==> config.mk <==
export PLATFORM = sky130hd
export DESIGN_NAME = i2c_arbiter
export DESIGN_NICKNAME = d
export VERILOG_FILES = /design/src/rtl/i2c_arbiter.sv
export SDC_FILE = /design/constraint.sdc
export NUM_CORES = 1
export LEC_CHECK = 0
export ABC_CLOCK_PERIOD_IN_PS = 4600
export CELL_PAD_IN_SITES_DETAIL_PLACEMENT = 0
export CELL_PAD_IN_SITES_GLOBAL_PLACEMENT = 2
export CORE_MARGIN = 2
export CORE_UTILIZATION = 31
export CTS_CLUSTER_SIZE = 8
export DETAILED_ROUTE_END_ITERATION = 8
export PLACE_DENSITY = 0.95
export REMOVE_ABC_BUFFERS = 1
export SLEW_MARGIN = 30
export SYNTH_ARGS = -nofsm -noshare
export SYNTH_HDL_FRONTEND = slang
export SYNTH_SLANG_ARGS = --single-unit
==> constraint.sdc <==
create_clock -name clk -period 4.6 [get_ports clk]
set_clock_uncertainty 0.1 [all_clocks]
set_input_delay 0.69 -clock clk [delete_from_list [all_inputs] [get_ports clk]]
set_output_delay 0.69 -clock clk [all_outputs]
set_load 0.005 [all_outputs]
==> src/rtl/i2c_arbiter.sv <==
// Two-requester round-robin front end for a single I2C master: grants one requester,
// issues its command, retries on NACK, enforces a per-attempt timeout, and reports done/err.
module i2c_arbiter #(
  parameter logic [15:0] TIMEOUT = 16'd1023,
  parameter int          RETRIES = 2
) (
  input  logic        clk,
  input  logic        rst,
  input  logic [1:0]  req,
  input  logic [13:0] req_addr,
  input  logic [1:0]  req_rw,
  input  logic [15:0] req_wdata,
  output logic [1:0]  gnt,
  output logic [1:0]  done,
  output logic        err,
  output logic [7:0]  rdata,
  output logic        m_start,
  output logic [6:0]  m_addr,
  output logic        m_rw,
  output logic [7:0]  m_wdata,
  input  logic        m_busy,
  input  logic        m_done,
  input  logic        m_nack,
  input  logic [7:0]  m_rdata,
  output logic [1:0]  dbg_state
);

  // Handshakes: req is a level and gnt holds until done; m_start is a one-cycle
  // strobe issued only while m_busy=0; m_nack/m_rdata are qualified by m_done,
  // which is accepted only in WAIT and ignored everywhere else.
  typedef enum logic [1:0] {
    IDLE  = 2'd0,
    ISSUE = 2'd1,
    WAIT  = 2'd2,
    RESP  = 2'd3
  } state_t;

  localparam logic [2:0] RETRY_MAX = 3'(RETRIES);

  state_t      r_state, w_state_nxt;
  logic        r_ptr, r_win;
  logic [1:0]  r_gnt, r_done;
  logic        r_err, r_m_start, r_rw;
  logic [6:0]  r_addr;
  logic [7:0]  r_wdata, r_rdata;
  logic [15:0] r_tcnt;
  logic [2:0]  r_retry;

  logic        w_win, w_issue, w_finish, w_fail, w_retry;
  logic [15:0] w_cnt_nxt;

  always_comb begin
    w_state_nxt = r_state;
    w_win       = req[r_ptr] ? r_ptr : ~r_ptr;
    w_issue     = 1'b0;
    w_finish    = 1'b0;
    w_fail      = 1'b0;
    w_retry     = 1'b0;
    w_cnt_nxt   = r_tcnt + 16'd1;
    case (r_state)
      IDLE: if (|req) w_state_nxt = ISSUE;
      ISSUE: begin
        if (!m_busy) begin
          w_issue     = 1'b1;
          w_state_nxt = WAIT;
        end
      end
      WAIT: begin
        // A completion in the same cycle as the timeout wins over the timeout.
        if (m_done) begin
          if (!m_nack) begin
            w_finish    = 1'b1;
            w_state_nxt = RESP;
          end else if (r_retry < RETRY_MAX) begin
            w_retry     = 1'b1;
            w_state_nxt = ISSUE;
          end else begin
            w_finish    = 1'b1;
            w_fail      = 1'b1;
            w_state_nxt = RESP;
          end
        end else if (w_cnt_nxt == TIMEOUT) begin
          w_finish    = 1'b1;
          w_fail      = 1'b1;
          w_state_nxt = RESP;
        end
      end
      RESP: w_state_nxt = IDLE;
      default: w_state_nxt = IDLE;
    endcase
  end

  always_ff @(posedge clk or posedge rst) begin
    if (rst) r_state <= IDLE;
    else     r_state <= w_state_nxt;
  end

  always_ff @(posedge clk or posedge rst) begin
    if (rst) begin
      r_ptr     <= 1'b0;
      r_win     <= 1'b0;
      r_gnt     <= 2'b00;
      r_done    <= 2'b00;
      r_err     <= 1'b0;
      r_m_start <= 1'b0;
      r_rw      <= 1'b0;
      r_addr    <= 7'd0;
      r_wdata   <= 8'd0;
      r_rdata   <= 8'd0;
      r_tcnt    <= 16'd0;
      r_retry   <= 3'd0;
    end else begin
      r_m_start <= w_issue;
      r_done    <= w_finish ? r_gnt : 2'b00;
      r_err     <= w_finish & w_fail;
      if (r_state == IDLE && |req) begin
        r_win   <= w_win;
        r_gnt   <= w_win ? 2'b10 : 2'b01;
        r_addr  <= w_win ? req_addr[13:7] : req_addr[6:0];
        r_rw    <= req_rw[w_win];
        r_wdata <= w_win ? req_wdata[15:8] : req_wdata[7:0];
        r_retry <= 3'd0;
      end
      if (w_issue)              r_tcnt <= 16'd0;
      else if (r_state == WAIT) r_tcnt <= w_cnt_nxt;
      if (w_retry) r_retry <= r_retry + 3'd1;
      if (w_finish && !w_fail && r_rw) r_rdata <= m_rdata;
      if (r_state == RESP) begin
        r_ptr <= ~r_win;
        r_gnt <= 2'b00;
      end
    end
  end

  assign gnt       = r_gnt;
  assign done      = r_done;
  assign err       = r_err;
  assign rdata     = r_rdata;
  assign m_start   = r_m_start;
  assign m_addr    = r_addr;
  assign m_rw      = r_rw;
  assign m_wdata   = r_wdata;
  assign dbg_state = r_state;

endmodule

Word-level counts from Yosys, hierarchy flattened
Index checks and enable logic that the tools add are counted.
{ "totals": {"ram_bits": 0, "n_memories": 0, "ff_bits": 53, "output_inout_bits": 32, "word_cells": 74, "in_bits": 47, "mem_bits_ro": 0, "latchBits": 0} }
{ "op_classes": {"multipliers": 0, "shift": 0, "n_reduce_logical": 10, "n_lt_le_gt_ge": 3, "n_div": 0, "n_mux": 36, "addsub": 2, "n_eq_ne": 7, "bitwise_logic": 3} }
{ "ops": {"columns": ["op", "count"], "rows": [
  ["16-bit two-way mux", 2],
  ["2-bit two-way mux", 10],
  ["1-bit two-way mux", 19],
  ["16-bit by 1-bit adder with 16-bit output, second input constant", 1],
  ["16-bit by 10-bit == test with 1-bit output, second input constant", 1],
  ["8-bit two-way mux", 1],
  ["2-bit one-hot mux with 4 select lines", 1],
  ["7-bit two-way mux", 1],
  ["3-bit two-way mux", 2],
  ["2-bit nonzero test", 3],
  ["2-bit == test, second input constant", 2],
  ["1-bit by 2-bit < comparator with 1-bit output, second input constant", 2],
  ["3-bit by 1-bit adder with 3-bit output, second input constant", 1],
  ["1-bit logical AND", 3],
  ["3-bit by 2-bit < comparator with 1-bit output, second input constant", 1],
  ["3-bit != test, second input constant", 1],
  ["3-bit AND reduction", 1],
  ["2-bit by 1-bit == test with 1-bit output, second input constant", 1],
  ["2-bit logical NOT", 1],
  ["2-bit by 1-bit != test with 1-bit output, second input constant", 1],
  ["2-bit != test, second input constant", 1],
  ["1-bit inverter", 2],
  ["2-bit OR reduction", 1],
  ["1-bit AND", 1],
  ["1-bit logical NOT", 1]
]} }

Depth between registers and ports, before layout
Gate-level depths: netlist of the first run.
{ "logic_depth": {"word_depth": 8, "mapped_depth": 7, "depth_no_buf": 6} }

Worst setup path before layout of the first run
OpenSTA, ideal clock, no wires.
{ "synth_timing": {"kind": "register -> register", "start": "register r_tcnt[1]", "end": "register r_err (netlist: err)", "slack_ns": 2.239, "n_path_buf": 0, "arrival_time_ns": 2.158, "synth_period_minus_slack_ns": 2.361, "t_required_ns": 4.396, "stages_incl_launch_ff": 7, "cell_sequence": "dfrtp_1 > ha_1 > nand3_2 > nor4_2 > mux2_2 > o21a_1 > o41ai_2"} }
{ "synth_between": {"elab_chain_len": 6, "word_cells_on_any_way": 8} }
{ "synth_rtl": {"columns": ["item", "line", "text"], "rows": [
  ["start: declaration", "46", "logic [15:0] r_tcnt;"],
  ["start signal: assignment", "125", "else if (r_state == WAIT) r_tcnt <= w_cnt_nxt;"],
  ["16-bit by 1-bit adder with 16-bit output *", "59", "w_cnt_nxt = r_tcnt + 16'd1;"],
  ["16-bit by 10-bit == test with 1-bit output *", "82", "end else if (w_cnt_nxt == TIMEOUT) begin"],
  ["1-bit two-way mux *", "82", null],
  ["1-bit two-way mux", "70", "if (m_done) begin"],
  ["1-bit two-way mux", "60", "case (r_state)"],
  ["1-bit AND *", "115", "r_err <= w_finish & w_fail;"],
  ["end signal: assignment", "115", null],
  ["end: declaration", "43", "logic r_err, r_m_start, r_rw;"]
]} }
Mark *: on every way between the ends. The rest lies on a longest branch, timed or not.
A chain may end at the register's enable or synchronous reset.

Worst setup path after layout of the first run
{ "layout_timing": {"start": "register r_tcnt[0]", "end": "register r_done[0] (netlist: done[0])"} }
{ "layout_between": {"elab_chain_len": 6} }
{ "layout_rtl": {"columns": ["item", "line", "text"], "rows": [
  ["16-bit by 1-bit adder with 16-bit output", "59", null],
  ["16-bit by 10-bit == test with 1-bit output", "82", null],
  ["1-bit two-way mux", "82", null],
  ["1-bit two-way mux", "70", null],
  ["1-bit two-way mux", "60", null],
  ["2-bit two-way mux", "114", "r_done <= w_finish ? r_gnt : 2'b00;"],
  ["end signal: assignment", "114", null],
  ["end: declaration", "42", "logic [1:0] r_gnt, r_done;"]
]} }
No other way between the ends.

==> impl_metrics.json, run 1 <==
{
  "die_h_um": 98.85,
  "yosysUniqueCellTypes": 51,
  "cts_sinks": 53,
  "maxCapViolations": 0,
  "syn2layout_area_growth_pct": 33.74,
  "worstSetupPathType": "flip-flop to flip-flop",
  "finalCritPeriodShare_pct": 60.30,
  "grt_pass1_wl_um": 11740,
  "hold_viol": 0,
  "required_ns": 4.69,
  "dr.pass1.iters": 4,
  "worst_slew_margin_rel_pct": 54.01,
  "power_density_mw_per_mm2": 465.7,
  "cts_max_path_buffers": 2,
  "period_needed_ns": 2.774,
  "htreeDepth": 2,
  "clock_latency_ns": 0.31,
  "port_buffers": 78,
  "synth-seq-area-share_pct": 47.55,
  "critPathMaxFanout": 11,
  "total_leakage_power_nw": 1.549,
  "dieArea_mm2": 0.009771,
  "layout-drive-gt1-share_pct": 10.26,
  "final_common_cell": "clkdlybuf4s50_1",
  "drc": 0,
  "rows": 34,
  "antenna_found_initial": 0,
  "grt_max_degree": 38,
  "wl_um": 6747,
  "gr-total-overflow": 0,
  "first_iter_violations": 111,
  "root_buffer": "clkbuf_8",
  "rsz0062_at_grt": "no",
  "tightest_slew_ns": 0.6873,
  "arrival_ns": 2.86,
  "synthCells": 284,
  "final_max_slew_viol_count": 0,
  "grt_pass1_vias": 2414,
  "avgSynthCellArea_um2": 9.820,
  "gp_congestion": 0.8158,
  "min_path_type": "flip-flop to flip-flop",
  "netlist_area_mm2": 0.002789,
  "critPathCaptureType": "flip-flop",
  "ant_nets": 0,
  "yosys_most_used_dff": "dfrtp_1",
  "vias_per_cell": 5.126,
  "tns_ns": 0,
  "cts_tree": "built",
  "nNetsFinal": 400,
  "synth-async-reset-ratio_pct": 100.0,
  "synth_edf_count": 0,
  "layout_common_cells": "clkdlybuf4s50_1, dfrtp_1, o21ai_0, nand2_1, mux2i_1",
  "yosysWarningCount": 0,
  "diodes": 0,
  "cts_made_buffers": 5,
  "post_cts_resized": 0,
  "status": "completed",
  "core_mm2": 0.008721,
  "holdBufCountCts": 0,
  "grt_usage_pct": 14.58,
  "cts_setup_buffers": 0,
  "io_pins": 79,
  "routed-via-count": 2353,
  "clkTransAtPathRegs_ns": 0.10,
  "fp.dieW_um": 98.85,
  "ir_drop_mv": 0.2459,
  "cp-start-kind": "flip-flop",
  "fmax_mhz": 360.5,
  "ys_ff_latch": 53,
  "final_util_pct": 42.77,
  "hpwl_um": 4849,
  "final-setup-viol-count": 0,
  "start_util_pct": 31.98,
  "total_power_mw": 1.737,
  "routedWlPerCell_um": 14.70
}
[flip-flops by register name, summed over array words and instances (netlist names)]
register,flops
r_retry,3
rdata,8
r_win,1
gnt,2
m_start,1
m_wdata,8
m_rw,1
dbg_state,2
err,1
r_tcnt,16
r_ptr,1
done,2
m_addr,7
[synth_stat cells, drive strengths merged, types with 7 or more instances]
cell type,instances,area share [%]
dfrtp,53,48
o21ai,44,7.9
nand2,37,5.0
mux2i,17,6.1
nor2,14,2.0
clkbuf,11,1.5
buf,10,2.0
nand3,10,2.0
mux2,9,3.6
a21oi,7,1.3
nand4,7,2.3
o31ai,7,1.9
[metrics by stage]
| stage | setup slack, ns | hold WS, ns | instances | instance area (µm²) |
|---|---|---|---|---|
| 2_1_floorplan | 1.591 | 0.3353 | 263 | 2691 |
| 3_3_place_gp | 1.866 | 0.3440 | 451 | 3626 |
| 3_5_place_dp | 1.879 | 0.3510 | 451 | 3635 |
| 4_1_cts | 1.855 | 0.3662 | 459 | 3722 |
| 5_1_grt | 1.668 | 0.4110 | 459 | 3730 |
| 6_report | 1.826 | 0.3670 | 459 | 3730 |
[per-layer routing]
layer	up-vias	wire, µm	GRT usage, %
met5	-	0	0
met4	0	74	3.477
met3	5	642	5.957
met2	79	3038	22.51
met1	1109	2992	19.18
li1	1160	-	-
[cells by family (layout without fill, tap and decap cells)]
logic type | count (synthesis) | count (layout) | synth area share [%]
AO/OA/AOI/OAI | 79 | 79 | 18.08
adder cells (fa/ha/maj) | 3 | 3 | 1.346
buffers and inverters | 27 | 94 | 4.307
flip-flops | 53 | 53 | 47.55
multiplexers | 26 | 26 | 9.735
XOR/XNOR | 2 | 2 | 0.8975
AND/OR/NAND/NOR | 94 | 94 | 18.08
[report_power, final]
group          leakage, nW  switching (mW)  internal, mW
Combinational        0.818           0.338         0.398
Sequential           0.694           0.119         0.611
Clock               0.0374           0.164         0.108
[worst max-delay path, stage by stage (launching register included)]
cell	delay [ns]
dfrtp_1	0.56
ha_1	0.37
nand3_2	0.19
nor4_2	0.48
mux2_2	0.38
o21a_1	0.21
o31ai_1	0.35
[worst paths after layout]
| path | to | depth (start not counted) | from | slack, ns |
|---|---|---|---|---|
| max | done[0]$_DFF_PP0_ | 6 | r_tcnt[0]$_DFFE_PP0P_ | 1.83 |
| min | r_ptr$_DFFE_PP0N_ | 1 | r_win$_DFFE_PP0P_ | 0.37 |
| max reg2reg | done[0]$_DFF_PP0_ | 6 | r_tcnt[0]$_DFFE_PP0P_ | 1.83 |
| min reg2reg | r_ptr$_DFFE_PP0N_ | 1 | r_win$_DFFE_PP0P_ | 0.37 |
| max in group asynchronous | dbg_state[0]$_DFFE_PP0P_ | 3 | rst | 2.99 |
| min in group asynchronous | rdata[0]$_DFFE_PP0P_ | 2 | rst | 0.63 |
[cell type report]
class,count,area [µm²]
multi-input cells,204,1363
inverters,6,22.52
well taps,108,135.1
repair buffers,80,795.8
clock inverters,2,15.01
fillers,830,4991
clock buffers,6,72.57
flip-flops and latches,53,1326
Power figures use the tool's default switching activity.
==> inputs of run 2 (changes only) <==
--- a/config.mk
+++ b/config.mk
@@ -5,14 +5,14 @@
 export SDC_FILE = /design/constraint.sdc
 export NUM_CORES = 1
 export LEC_CHECK = 0
-export ABC_CLOCK_PERIOD_IN_PS = 4600
+export ABC_CLOCK_PERIOD_IN_PS = 2600
 export CELL_PAD_IN_SITES_DETAIL_PLACEMENT = 0
 export CELL_PAD_IN_SITES_GLOBAL_PLACEMENT = 2
 export CORE_MARGIN = 2
-export CORE_UTILIZATION = 31
+export CORE_UTILIZATION = 29
 export CTS_CLUSTER_SIZE = 8
 export DETAILED_ROUTE_END_ITERATION = 8
-export PLACE_DENSITY = 0.95
+export PLACE_DENSITY = 0.91
 export REMOVE_ABC_BUFFERS = 1
 export SLEW_MARGIN = 30
 export SYNTH_ARGS = -nofsm -noshare
==> constraint.sdc (replaced) <==
create_clock -name clk -period 2.6 [get_ports clk]
set_clock_uncertainty 0.1 [all_clocks]
set_input_delay 0.39 -clock clk [delete_from_list [all_inputs] [get_ports clk]]
set_output_delay 0.39 -clock clk [all_outputs]
set_load 0.005 [all_outputs]
==> impl_metrics.json, run 2 (synthesized netlist as in run 1, its figures left out) <==
{
  "holdBufCountCts": 0,
  "top_register": "r_tcnt",
  "ir_drop_mv": 0.3475,
  "grt_usage_pct": 14.60,
  "layout_common_cells": "clkdlybuf4s50_1, dfrtp_1, o21ai_0, nand2_1, mux2i_1",
  "status": "completed",
  "routedWlPerCell_um": 14.42,
  "rsz0062_at_grt": "no",
  "largest_register_ffs": 16,
  "die_h_um": 102.1,
  "min_path_type": "input port to async pin",
  "worst_slew_margin_rel_pct": 54.70,
  "finalCritPeriodShare_pct": 93.21,
  "root_buffer": "clkbuf_8",
  "clkTransAtPathRegs_ns": 0.10,
  "critPathMaxFanout": 8,
  "cts_tree": "built",
  "required_ns": 2.71,
  "r2r-start": "r_tcnt[0]$_DFFE_PP0P_",
  "total_leakage_power_nw": 1.610,
  "cts_setup_buffers": 0,
  "final-setup-viol-count": 0,
  "port_buffers": 78,
  "io_pins": 79,
  "cp-start-kind": "flip-flop",
  "gr-total-overflow": 0,
  "tightest_slew_ns": 0.6769,
  "fp.dieW_um": 102.1,
  "arrival_ns": 2.53,
  "total_power_mw": 3.131,
  "antenna_found_initial": 0,
  "power_density_mw_per_mm2": 816.5,
  "cts_max_path_buffers": 2,
  "syn2layout_area_growth_pct": 37.51,
  "cts_made_buffers": 5,
  "gp_congestion": 0.7996,
  "grt_max_degree": 54,
  "post_cts_resized": 0,
  "layout-drive-gt1-share_pct": 11.33,
  "dieArea_mm2": 0.01042,
  "drc": 0,
  "startpoint": "r_tcnt[0]$_DFFE_PP0P_",
  "first_iter_violations": 99,
  "htreeDepth": 2,
  "critPathCaptureType": "flip-flop",
  "routed-via-count": 2432,
  "hold_viol": 0,
  "clock_latency_ns": 0.30,
  "final_max_slew_viol_count": 0,
  "cts_sinks": 53,
  "wl_um": 7078,
  "ant_nets": 0,
  "worstSetupPathType": "flip-flop to flip-flop",
  "grt_pass1_vias": 2481,
  "hold_ws_ns": 0.3507,
  "rows": 35,
  "core_mm2": 0.009284,
  "final_common_cell": "clkdlybuf4s50_1",
  "diodes": 0,
  "fmax_mhz": 412.7,
  "start_util_pct": 30.04,
  "dr.pass1.iters": 4,
  "nNetsFinal": 411,
  "final_util_pct": 41.31,
  "grt_pass1_wl_um": 12080,
  "period_needed_ns": 2.423,
  "hpwl_um": 5060,
  "maxCapViolations": 0,
  "vias_per_cell": 4.953
}
-- run 2: changes by cell type in the layout (fill, tap and decap cells not counted), sizes merged --
cell | previous run | this run
buf | 2 | 13
clkbuf | 6 | 8
clkinvlp | 2 | 0
-- run 2: metrics by stage --
stage	instance area [µm²]	TNS [ns]	cells	setup WS, ns
final	3835	0	491	0.1767
after global routing	3835	0	491	0.04269
after CTS	3835	0	491	0.1688
after detailed placement	3755	0	483	0.2001
after global placement	3747	0	483	0.2557
after floorplan	2691	-1.941	263	-0.1213
-- run 2: per-layer routing --
layer / vias to the layer above / wire length [µm] / global-route usage, %
met2: 79 / 3241 / 23.89
met4: 0 / 88 / 3.795
met5: - / 0 / 0
met1: 1164 / 3187 / 18.42
met3: 6 / 561 / 5.198
li1: 1183 / - / -
-- run 2: where the power goes --
part / internal (mW) / switching [mW] / total [mW]
Combinational: 0.752 / 0.652 / 1.40
Clock: 0.193 / 0.275 / 0.468
Sequential: 1.08 / 0.179 / 1.26
Total: 2.03 / 1.11 / 3.13
-- run 2: worst max-delay path, stage by stage, from the launching register on --
cell	delay, ns
dfrtp_1	0.37
ha_1	0.30
nand3_2	0.20
nor4_2	0.47
mux2_2	0.38
o21a_1	0.22
o41ai_2	0.29
-- run 2: path summary, 6_finish.rpt --
path,end,slack (ns),cells past startpoint
max,err$_DFF_PP0_,0.18,6
min,rdata[3]$_DFFE_PP0P_,0.35,3
max reg2reg,err$_DFF_PP0_,0.18,6
min reg2reg,r_ptr$_DFFE_PP0N_,0.37,1
max in group asynchronous,rdata[6]$_DFFE_PP0P_,1.80,3
min in group clk,r_ptr$_DFFE_PP0N_,0.37,1
-- run 2: layout make-up --
class / count / area (µm²)
Fill cell: 969 / 5449
Multi-Input combinational cell: 204 / 1354
Inverter: 6 / 22.52
Timing Repair Buffer: 91 / 890.9
Sequential cell: 53 / 1326
Clock buffer: 8 / 80.08
Tap cell: 129 / 161.4
==> inputs of run 3 (changes only) <==
--- a/config.mk
+++ b/config.mk
@@ -10,6 +10,7 @@
 export CELL_PAD_IN_SITES_GLOBAL_PLACEMENT = 2
 export CORE_MARGIN = 2
 export CORE_UTILIZATION = 29
+export CTS_BUF_LIST = sky130_fd_sc_hd__clkbuf_16
 export CTS_CLUSTER_SIZE = 8
 export DETAILED_ROUTE_END_ITERATION = 8
 export PLACE_DENSITY = 0.91
==> impl_metrics.json, run 3 (synthesized netlist as in run 1, its figures left out) <==
{
  "cts_setup_buffers": 0,
  "hold_viol": 0,
  "routedWlPerCell_um": 14.38,
  "nNetsFinal": 411,
  "rows": 35,
  "cts_max_path_buffers": 2,
  "first_iter_violations": 106,
  "cp.depth": 6,
  "worstPathBufferInverterCount": 0,
  "maxCapViolations": 0,
  "final-setup-viol-count": 0,
  "required_ns": 2.69,
  "ant_nets": 0,
  "grt_pass1_vias": 2482,
  "core_mm2": 0.009284,
  "period_needed_ns": 2.402,
  "final_common_cell": "clkdlybuf4s50_1",
  "status": "completed",
  "p_int_mw": 2.182,
  "antenna_found_initial": 0,
  "die_h_um": 102.1,
  "layout-drive-gt1-share_pct": 11.33,
  "start_util_pct": 30.04,
  "switching_share_pct": 34.02,
  "layout_common_cells": "clkdlybuf4s50_1, dfrtp_1, o21ai_0, nand2_1, mux2i_1",
  "p_seq_share_pct": 38.2,
  "clock_latency_ns": 0.29,
  "grt_usage_pct": 14.70,
  "arrival_ns": 2.49,
  "worst_slew_margin_rel_pct": 54.70,
  "p_switching_mw": 1.125,
  "root_buffer": "clkbuf_16",
  "top_register": "r_tcnt",
  "fp.dieW_um": 102.1,
  "largest_register_ffs": 16,
  "port_buffers": 78,
  "htreeDepth": 2,
  "hpwl_um": 5060,
  "cpMaxStageDelayCell": "nor4_2",
  "syn2layout_area_growth_pct": 39.52,
  "cts_made_buffers": 5,
  "min_path_type": "input port to async pin",
  "cts_sinks": 53,
  "pwr-share-comb_pct": 42.3,
  "grt_max_degree": 54,
  "gp_congestion": 0.7996,
  "critPathMaxFanout": 8,
  "clkTransAtPathRegs_ns": 0.07,
  "reg2reg_depth": 6,
  "final_max_slew_viol_count": 0,
  "tns_ns": 0,
  "holdBufCountCts": 0,
  "clkPwrFrac_pct": 19.5,
  "cp-start-kind": "flip-flop",
  "filler_cell_count": 965,
  "dieArea_mm2": 0.01042,
  "dr.pass1.iters": 4,
  "routed-via-count": 2409,
  "rsz0062_at_grt": "no",
  "final_util_pct": 41.91,
  "ir_drop_mv": 0.3410,
  "worstSetupPathType": "flip-flop to flip-flop",
  "fmax_mhz": 416.4,
  "cpPeakStageDelay_ns": 0.47,
  "ff2ff_setup_slack_ns": 0.20,
  "power_density_mw_per_mm2": 849.8,
  "tightest_slew_ns": 0.6769,
  "io_pins": 79,
  "wl_um": 7059,
  "gr-total-overflow": 0,
  "grt_pass1_wl_um": 12120,
  "drc": 0,
  "cp_cell_sequence": "ha_1 -> nand3_2 -> nor4_2 -> mux2_2 -> o21a_1 -> o41ai_2",
  "post_cts_resized": 0,
  "critPathCaptureType": "flip-flop",
  "path_delay_family": "simple AND/OR/NAND/NOR gates",
  "diodes": 0,
  "vias_per_cell": 4.906,
  "total_leakage_power_nw": 1.648,
  "cts_tree": "built",
  "finalCritPeriodShare_pct": 92.37
}
-- run 3: cell count changes in the layout (fill, tap and decap cells not counted) --
cell       delta
clkbuf_16     +5
clkbuf_8      -5
inv_1         +3
clkbuf_1      -3
-- run 3: worst min-delay path, delay by kind of cell --
family	cells	cell delay [ns]
buffers and inverters	3	0.75
-- run 3: metal layers --
layer  up-vias  global-route usage [%]  part of all wire [%]
li1       1185                       -                     -
met1      1144                   18.55                    45
met2        71                   23.94                    46
met3         9                   5.198                   7.8
met4         0                   4.103                   1.6
met5         -                       0                     0
-- run 3: power groups by stage --
stage | Sequential, mW | Clock [mW] | Combinational (mW)
floorplan | 1.28 | 0 | 0.606
global placement | 1.27 | 0 | 1.39
detailed placement | 1.27 | 0 | 1.43
CTS | 1.26 | 0.663 | 1.43
global route | 1.30 | 0.703 | 1.56
finish | 1.26 | 0.645 | 1.40
-- run 3: metrics by stage --
| step | hold WS (ns) | worst slack [ns] | instances | instance area (µm²) | power (mW) |
|---|---|---|---|---|---|
| after global placement | 0.3467 | 0.2557 | 483 | 3747 | 2.661 |
| after floorplan | 0.3353 | -0.1213 | 263 | 2691 | 1.890 |
| after detailed placement | 0.3698 | 0.2001 | 483 | 3755 | 2.698 |
| after CTS | 0.3684 | 0.1802 | 491 | 3891 | 3.360 |
| final | 0.3692 | 0.1984 | 491 | 3891 | 3.307 |
| after global routing | 0.3804 | 0.03819 | 491 | 3891 | 3.566 |
-- run 3: final cells by class --
type                       count  area (µm²)  share of cell area, %
multi-input combinational    204        1354                  34.79
sequential                    53        1326                  34.08
timing repair buffer          91       890.9                  22.89
tap                          129       161.4                  4.148
clock buffer                   5       125.1                  3.215
inverter                       6       22.52                 0.5788
clock inverter                 3       11.26                 0.2894
-- run 3: path summary, 6_finish.rpt --
path / endpoint / startpoint
hold / removal: rdata[3]$_DFFE_PP0P_ / rst
setup / recovery: err$_DFF_PP0_ / r_tcnt[0]$_DFFE_PP0P_
setup reg to reg: err$_DFF_PP0_ / r_tcnt[0]$_DFFE_PP0P_
max in group asynchronous: r_tcnt[8]$_DFFE_PP0P_ / rst
min in group clk: r_ptr$_DFFE_PP0N_ / r_win$_DFFE_PP0P_
hold reg to reg: r_ptr$_DFFE_PP0N_ / r_win$_DFFE_PP0P_
